<file path="src/rtl/hit_judge.sv">
// ---------------------------------------------------------------------------
// hit_judge
// Clocked note-judgement and scoring block for the drum-game datapath.
// Opens a timing window per note slot, detects button press edges per lane,
// grades each note as PERFECT / GOOD / MISS / STRAY and keeps the running
// score, current combo and maximum combo.
//
// Ports
//   clk          : system clock, rising edge
//   resetn       : asynchronous active-low reset
//   clear        : synchronous restart (score, combo, FSM back to zero/IDLE)
//   beat_tick    : one-cycle pulse, a note slot reaches the hit line
//   notes        : note pattern at the hit line, sampled on beat_tick
//   player_input : button levels, active-high, already synchronised
//   judge_valid  : one-cycle pulse per judgement
//   judge_code   : 00 PERFECT, 01 GOOD, 10 MISS, 11 STRAY (held between pulses)
//   score        : running score, saturating at both ends
//   combo        : consecutive PERFECT/GOOD count, saturating
//   max_combo    : highest combo since reset or clear
// ---------------------------------------------------------------------------
module hit_judge #(
    parameter int LANES       = 3,
    parameter int PERFECT_WIN = 2,
    parameter int GOOD_WIN    = 6,
    parameter int SCORE_W     = 16,
    parameter int COMBO_W     = 8,
    parameter int PTS_PERFECT = 3,
    parameter int PTS_GOOD    = 1,
    parameter int PTS_MISS    = 1
) (
    input  logic               clk,
    input  logic               resetn,
    input  logic               clear,
    input  logic               beat_tick,
    input  logic [LANES-1:0]   notes,
    input  logic [LANES-1:0]   player_input,
    output logic               judge_valid,
    output logic [1:0]         judge_code,
    output logic [SCORE_W-1:0] score,
    output logic [COMBO_W-1:0] combo,
    output logic [COMBO_W-1:0] max_combo
);

    localparam int AGE_W = $clog2(GOOD_WIN + 1);
    localparam logic [AGE_W-1:0]   AGE_PERF  = AGE_W'(PERFECT_WIN);
    localparam logic [AGE_W-1:0]   AGE_GOOD  = AGE_W'(GOOD_WIN);
    localparam logic [AGE_W-1:0]   AGE_ONE   = AGE_W'(1);
    localparam logic [SCORE_W:0]   PTS_P_W   = (SCORE_W+1)'(PTS_PERFECT);
    localparam logic [SCORE_W:0]   PTS_G_W   = (SCORE_W+1)'(PTS_GOOD);
    localparam logic [SCORE_W:0]   PTS_M_W   = (SCORE_W+1)'(PTS_MISS);

    localparam logic [1:0] C_PERFECT = 2'b00;
    localparam logic [1:0] C_GOOD    = 2'b01;
    localparam logic [1:0] C_MISS    = 2'b10;
    localparam logic [1:0] C_STRAY   = 2'b11;

    typedef enum logic {S_IDLE, S_OPEN} state_t;

    state_t             r_state, w_state_nx;
    logic [LANES-1:0]   r_prev_in;
    logic [LANES-1:0]   r_pend, w_pend_nx;
    logic [LANES-1:0]   r_hit, w_hit_nx;
    logic [AGE_W-1:0]   r_age, w_age_nx;
    logic               r_valid;
    logic [1:0]         r_code;
    logic [SCORE_W-1:0] r_score, w_score_nx;
    logic [COMBO_W-1:0] r_combo, w_combo_nx;
    logic [COMBO_W-1:0] r_max, w_max_nx;

    logic               w_fire;
    logic [1:0]         w_code;
    logic [LANES-1:0]   w_press;
    logic [LANES-1:0]   w_h;
    logic               w_stray;

    function automatic logic [SCORE_W-1:0] sat_add(input logic [SCORE_W-1:0] a,
                                                    input logic [SCORE_W:0]   b);
        logic [SCORE_W:0] s;
        s = {1'b0, a} + b;
        return s[SCORE_W] ? '1 : s[SCORE_W-1:0];
    endfunction

    function automatic logic [SCORE_W-1:0] sat_sub(input logic [SCORE_W-1:0] a,
                                                    input logic [SCORE_W:0]   b);
        logic [SCORE_W:0] d;
        d = {1'b0, a} - b;
        return ({1'b0, a} < b) ? '0 : d[SCORE_W-1:0];
    endfunction

    function automatic logic [COMBO_W-1:0] sat_inc(input logic [COMBO_W-1:0] a);
        return (&a) ? a : a + COMBO_W'(1);
    endfunction

    always_comb begin
        w_press    = player_input & ~r_prev_in;
        w_h        = r_hit | (w_press & r_pend);
        w_stray    = |(w_press & ~r_pend);
        w_state_nx = r_state;
        w_pend_nx  = r_pend;
        w_hit_nx   = r_hit;
        w_age_nx   = r_age;
        w_fire     = 1'b0;
        w_code     = r_code;

        if (r_state == S_IDLE) begin
            if (beat_tick) begin
                if (|notes) begin
                    // Presses in the tick cycle are graded against the incoming note at age 0.
                    if (|(w_press & ~notes)) begin
                        w_fire = 1'b1;
                        w_code = C_MISS;
                    end else if ((w_press & notes) == notes) begin
                        w_fire = 1'b1;
                        w_code = C_PERFECT;
                    end else begin
                        w_state_nx = S_OPEN;
                        w_pend_nx  = notes;
                        w_hit_nx   = w_press & notes;
                        w_age_nx   = AGE_ONE;
                    end
                end
            end else if (|w_press) begin
                w_fire = 1'b1;
                w_code = C_STRAY;
            end
        end else begin
            w_state_nx = S_IDLE;
            w_pend_nx  = '0;
            w_hit_nx   = '0;
            w_age_nx   = '0;
            if (w_stray) begin
                w_fire = 1'b1;
                w_code = C_MISS;
            end else if (w_h == r_pend) begin
                w_fire = 1'b1;
                w_code = (r_age <= AGE_PERF) ? C_PERFECT : C_GOOD;
            end else if (r_age == AGE_GOOD || beat_tick) begin
                // Timeout, or a new slot arrives before the old note completes.
                w_fire = 1'b1;
                w_code = C_MISS;
            end else begin
                w_state_nx = S_OPEN;
                w_pend_nx  = r_pend;
                w_hit_nx   = w_h;
                w_age_nx   = r_age + AGE_ONE;
            end
            // The new note always opens clean; presses this cycle belonged to the old one.
            if (beat_tick && |notes) begin
                w_state_nx = S_OPEN;
                w_pend_nx  = notes;
                w_hit_nx   = '0;
                w_age_nx   = AGE_ONE;
            end
        end

        w_score_nx = r_score;
        w_combo_nx = r_combo;
        w_max_nx   = r_max;
        if (w_fire) begin
            if (w_code == C_PERFECT || w_code == C_GOOD) begin
                w_score_nx = sat_add(r_score, (w_code == C_PERFECT) ? PTS_P_W : PTS_G_W);
                w_combo_nx = sat_inc(r_combo);
                w_max_nx   = (w_combo_nx > r_max) ? w_combo_nx : r_max;
            end else begin
                w_score_nx = sat_sub(r_score, PTS_M_W);
                w_combo_nx = '0;
            end
        end
    end

    always_ff @(posedge clk or negedge resetn) begin
        if (!resetn) begin
            r_state   <= S_IDLE;
            r_prev_in <= '0;
            r_pend    <= '0;
            r_hit     <= '0;
            r_age     <= '0;
            r_valid   <= 1'b0;
            r_code    <= C_PERFECT;
            r_score   <= '0;
            r_combo   <= '0;
            r_max     <= '0;
        end else if (clear) begin
            // prev_in keeps tracking so a button held across clear is not a new press.
            r_state   <= S_IDLE;
            r_prev_in <= player_input;
            r_pend    <= '0;
            r_hit     <= '0;
            r_age     <= '0;
            r_valid   <= 1'b0;
            r_code    <= C_PERFECT;
            r_score   <= '0;
            r_combo   <= '0;
            r_max     <= '0;
        end else begin
            r_state   <= w_state_nx;
            r_prev_in <= player_input;
            r_pend    <= w_pend_nx;
            r_hit     <= w_hit_nx;
            r_age     <= w_age_nx;
            r_valid   <= w_fire;
            r_code    <= w_code;
            r_score   <= w_score_nx;
            r_combo   <= w_combo_nx;
            r_max     <= w_max_nx;
        end
    end

    assign judge_valid = r_valid;
    assign judge_code  = r_code;
    assign score       = r_score;
    assign combo       = r_combo;
    assign max_combo   = r_max;

endmodule

</file>
<file path="config.mk">
export PLATFORM = sky130hd
export DESIGN_NAME = hit_judge
export DESIGN_NICKNAME = d
export VERILOG_FILES = /design/src/rtl/hit_judge.sv
export SDC_FILE = /design/constraint.sdc
export NUM_CORES = 1
export LEC_CHECK = 0
export ABC_AREA = 1
export CORE_UTILIZATION = 50
export CTS_CLUSTER_SIZE = 16
export DETAILED_ROUTE_END_ITERATION = 10
export DONT_BUFFER_PORTS = 1
export PLACE_DENSITY_LB_ADDON = 0.2
export SLEW_MARGIN = 20
export SYNTH_ARGS = -nofsm -noshare
export SYNTH_HDL_FRONTEND = slang
export SYNTH_SLANG_ARGS = --single-unit
</file>
<file path="constraint.sdc">
create_clock -name clk -period 4.7 [get_ports clk]
set_input_delay 1.41 -clock clk [delete_from_list [all_inputs] [get_ports clk]]
set_output_delay 1.41 -clock clk [all_outputs]
set_load 0.03 [all_outputs]
</file>
==> out/metrics.yaml <==
run_status:
  outcome: "completed"
floorplan:
  die_h_um: 89.5
  coreArea_um2: 7330
  die_w_um: 89.5
  io_pins: 45
  design.die.area_um2: 8000
  initial_core_util_pct: 52.2
  core.rowCount: 31
cells_and_area:
  nNetsFinal: 568
  drive_gt1_share_pct: 8.99
  diodes: 0
  num-fill-cells: 737
  syn2layout_area_growth_pct: 2.58
  final-seq-area_um2: 1200
  multi_input_area_um2: 2210
power:
  clkPwrFrac_pct: 20.5
  power_frac_comb_pct: 37.7
  p_sw_share_pct: 46.1
  internal_power_mw: 0.813
  p_leak_nw: 1.94
  pwr_density_cell_nw_per_um2: 385
  p_seq_share_pct: 41.8
  switching_power_mw: 0.696
  ir_worst_vdd_v: 0.000142
clock_network:
  clock_path_buffers: 2
  clock_latency_ns: 0.31
  cts_tree: "built"
  postCtsSetupBuffers: 0
  ctsHtreeMaxLevel: 2
  cts_hold_buf: 0
  clk_pin_slew_worst_paths_ns: 0.10
  cts_inserted_buffers: 5
  cts_resized: 0
  clockRootBuffer: "clkbuf_8"
  cts_sinks: 48
sta:
  fin_crit_sh_pct: 78.9
  slew_headroom_pct: 51.5
  worst_pin_slew_ns: 0.726
  setup_violations: 0
  setup_ws_ns: 0.991
  timing.fmax_mhz: 270
  setup_tns_ns: 0
  final.min_clock_period_ns: 3.71
  fin_skew_ns: 0.00967
  rsz0062_at_grt: "no"
  hold_violations: 0
  slew_viol_final: 0
setup_path:
  crit_family: "simple AND/OR/NAND/NOR gates"
  startpoint_type: "input pin"
  end_kind: "register"
  crit_path_cell_trace: "inv_1 > nand3_1 > nand2_1 > inv_1 > nand2_1 > nand2_1 > inv_1 > nand2_1 > nand2_2 > nand2_2 > a31oi_1 > fa_1 > nand2_1 > nor2_4 > nand2_2 > nor2_4 > nor2_1 > nand3_1 > nand3_1 > o21ai_1"
  reg2regPathDepth: 18
  max_stage_delay_ns: 0.34
  required_ns: 4.93
  slowest_stage: "nor2_4"
  r2r_slack_ns: 1.52
  rr_endpoint: "score[10]$_DFFE_PN0P_"
  worstSetupPathType: "input pin to register"
  crit_start: "notes[1]"
  cpMostUsedCell: "nand2_1"
  path_buf_inv: 3
  worst-path-max-fanout: 15
  r2r-start: "r_age[0]$_DFFE_PN0P_"
  cp.arrival_ns: 3.94
drt:
  drt-total-wl_um: 9380
  firstDrtPassIters: 5
  route.detailed.wl_per_inst_um: 14.6
  viasPerCell: 5.42
  antenna_left: 0
  drt-initial-drc-count: 227
  drc: 0
  vias: 3488
placed_design:
  place_congestion: 0.922
  dp_slack_ns: 0.704
  dp_hpwl_um: 6810
  numPortBuffers: 0
min_path:
  hp-start: "r_pend[2]$_DFFE_PN0P_"
  hold_path_class: "register to register"
  whs_path_depth: 2
  hold_end: "r_pend[2]$_DFFE_PN0P_"
run:
  maxCapViolations: 0
grt:
  grt_pass1_wl_um: 15500
  grt.overflow.total: 0
  grt_pass1_vias: 3310
  grt_start_max_net_pins: 49
  grt.total_usage_pct: 24.8
  antenna_found_initial: 0
yosys:
  synth_simple_gate_area_share_pct: 38.8
  netlist_area_um2: 3820
  synth_mux_area_share_pct: 0
  synth_compound_area_share_pct: 8.83
  synth_xor_area_share_pct: 5.27
  synth_fa_ha_area_share_pct: 4.78
  syn_avg_cell_area_um2: 6.85
  synth-seq-cells: 48
  synth_edf_count: 0
  synth_warnings: 0
  yosysSeqAreaShare_pct: 31.4
  synth_top_area_share_pct: 31.4
  synthCells: 558
  synthTopCellsByCount: "nand2_1 (136), nand3_1 (86), inv_1 (65)"
  syn-num-nets: 582
  ys_top_cells_by_area: "dfrtp_1 (31%), nand2_1 (13%), nand3_1 (11%), inv_1 (6.4%), o21ai_0 (4.7%)"
  synth_most_common_cell: "nand2_1"
  synth_flop_cell: "dfrtp_1"
  synth_top_family_by_area: "simple AND/OR/NAND/NOR gates"
  ys_types: 36
  yosysTopAreaCell: "dfrtp_1"
  async_reset_ff_share_pct: 100
-- worst max path at each step --
| stage | to | slack, ns | cells past startpoint |
|---|---|---|---|
| floorplan | score[11]$_DFFE_PN0P_ | 1.13 | 22 |
| global placement | score[13]$_DFFE_PN0P_ | 0.85 | 19 |
| detailed placement | score[11]$_DFFE_PN0P_ | 0.70 | 20 |
| CTS | score[11]$_DFFE_PN0P_ | 1.02 | 20 |
| global route | score[11]$_DFFE_PN0P_ | 0.75 | 20 |
| finish | score[10]$_DFFE_PN0P_ | 0.99 | 20 |
-- through the flow --
stage               hold WS (ns)  utilization [%]  total power, mW  instances  cell area (um^2)
floorplan                  0.475                -             1.10        558              3820
global placement           0.503             52.1             1.20        636              3820
detailed placement         0.503             52.1             1.21        636              3820
CTS                        0.527             53.5             1.52        644              3920
global route               0.585             53.5             1.62        644              3920
finish                     0.526             53.5             1.51        644              3920
-- logic make-up after synthesis --
group	after synthesis
buffers and inverters	95
XOR/XNOR	23
AND/OR/NAND/NOR	314
AO/OA/AOI/OAI	64
adder cells (fa/ha/maj)	14
flip-flops	48
-- sequential cells by signal, summed over array words and instances (netlist names) --
register and cells:
r_age 3, r_prev_in 3, r_pend 3, combo 8, r_state 1, judge_valid 1
score 16, r_hit 3, max_combo 8, judge_code 2
-- power groups by stage --
stage / Sequential [mW] / Clock (mW) / Combinational, mW
after floorplan: 0.580 / 0 / 0.518
after global placement: 0.639 / 0 / 0.560
after detailed placement: 0.638 / 0 / 0.567
after CTS: 0.631 / 0.317 / 0.570
after global routing: 0.644 / 0.331 / 0.650
final: 0.630 / 0.310 / 0.570
-- per-layer routing --
| layer | share of wire [%] | GRT usage, % | vias up |
|---|---|---|---|
| met1 | 48 | 34.0 | 1607 |
| met4 | 1.3 | 7.36 | 0 |
| met2 | 45 | 39.5 | 101 |
| met5 | 0 | 0 | - |
| li1 | - | - | 1768 |
| met3 | 6.1 | 5.08 | 12 |
-- area by class of cell --
cell class / instances / share of cell area [%]
multi-input combinational: 415 / 56.3
tap: 99 / 3.16
clock inverter: 2 / 0.893
clock buffer: 6 / 1.85
inverter: 73 / 7.05
timing repair buffer: 1 / 0.191
sequential: 48 / 30.6
-- worst register-to-register path, cell delays in order (launching register included) --
cell and delay, ns:
dfrtp_1 0.39, inv_1 0.06, ha_1 0.21, a21oi_1 0.13, inv_1 0.08, nor2_4 0.14, nand2_1 0.08, nand3_2 0.27
nand2_2 0.10, a31oi_1 0.24, fa_1 0.28, nand2_1 0.12, nor2_4 0.20, nand2_2 0.12, nor2_4 0.34, nor2_1 0.10
nand3_1 0.09, nand3_1 0.08, o21ai_1 0.08
-- layout by cell type (no fill, tap or decap), drive strengths merged, types with 6 or more instances in the layout --
cell type	synthesis	routed
nor3	7	7
dfrtp	48	48
a21oi	13	13
clkbuf	3	6
nor2	60	60
nand3	92	92
ha	13	13
nand4	8	8
o21ai	44	44
xor2	19	19
inv	73	73
nand2	145	145
Power figures use the tool's default switching activity.
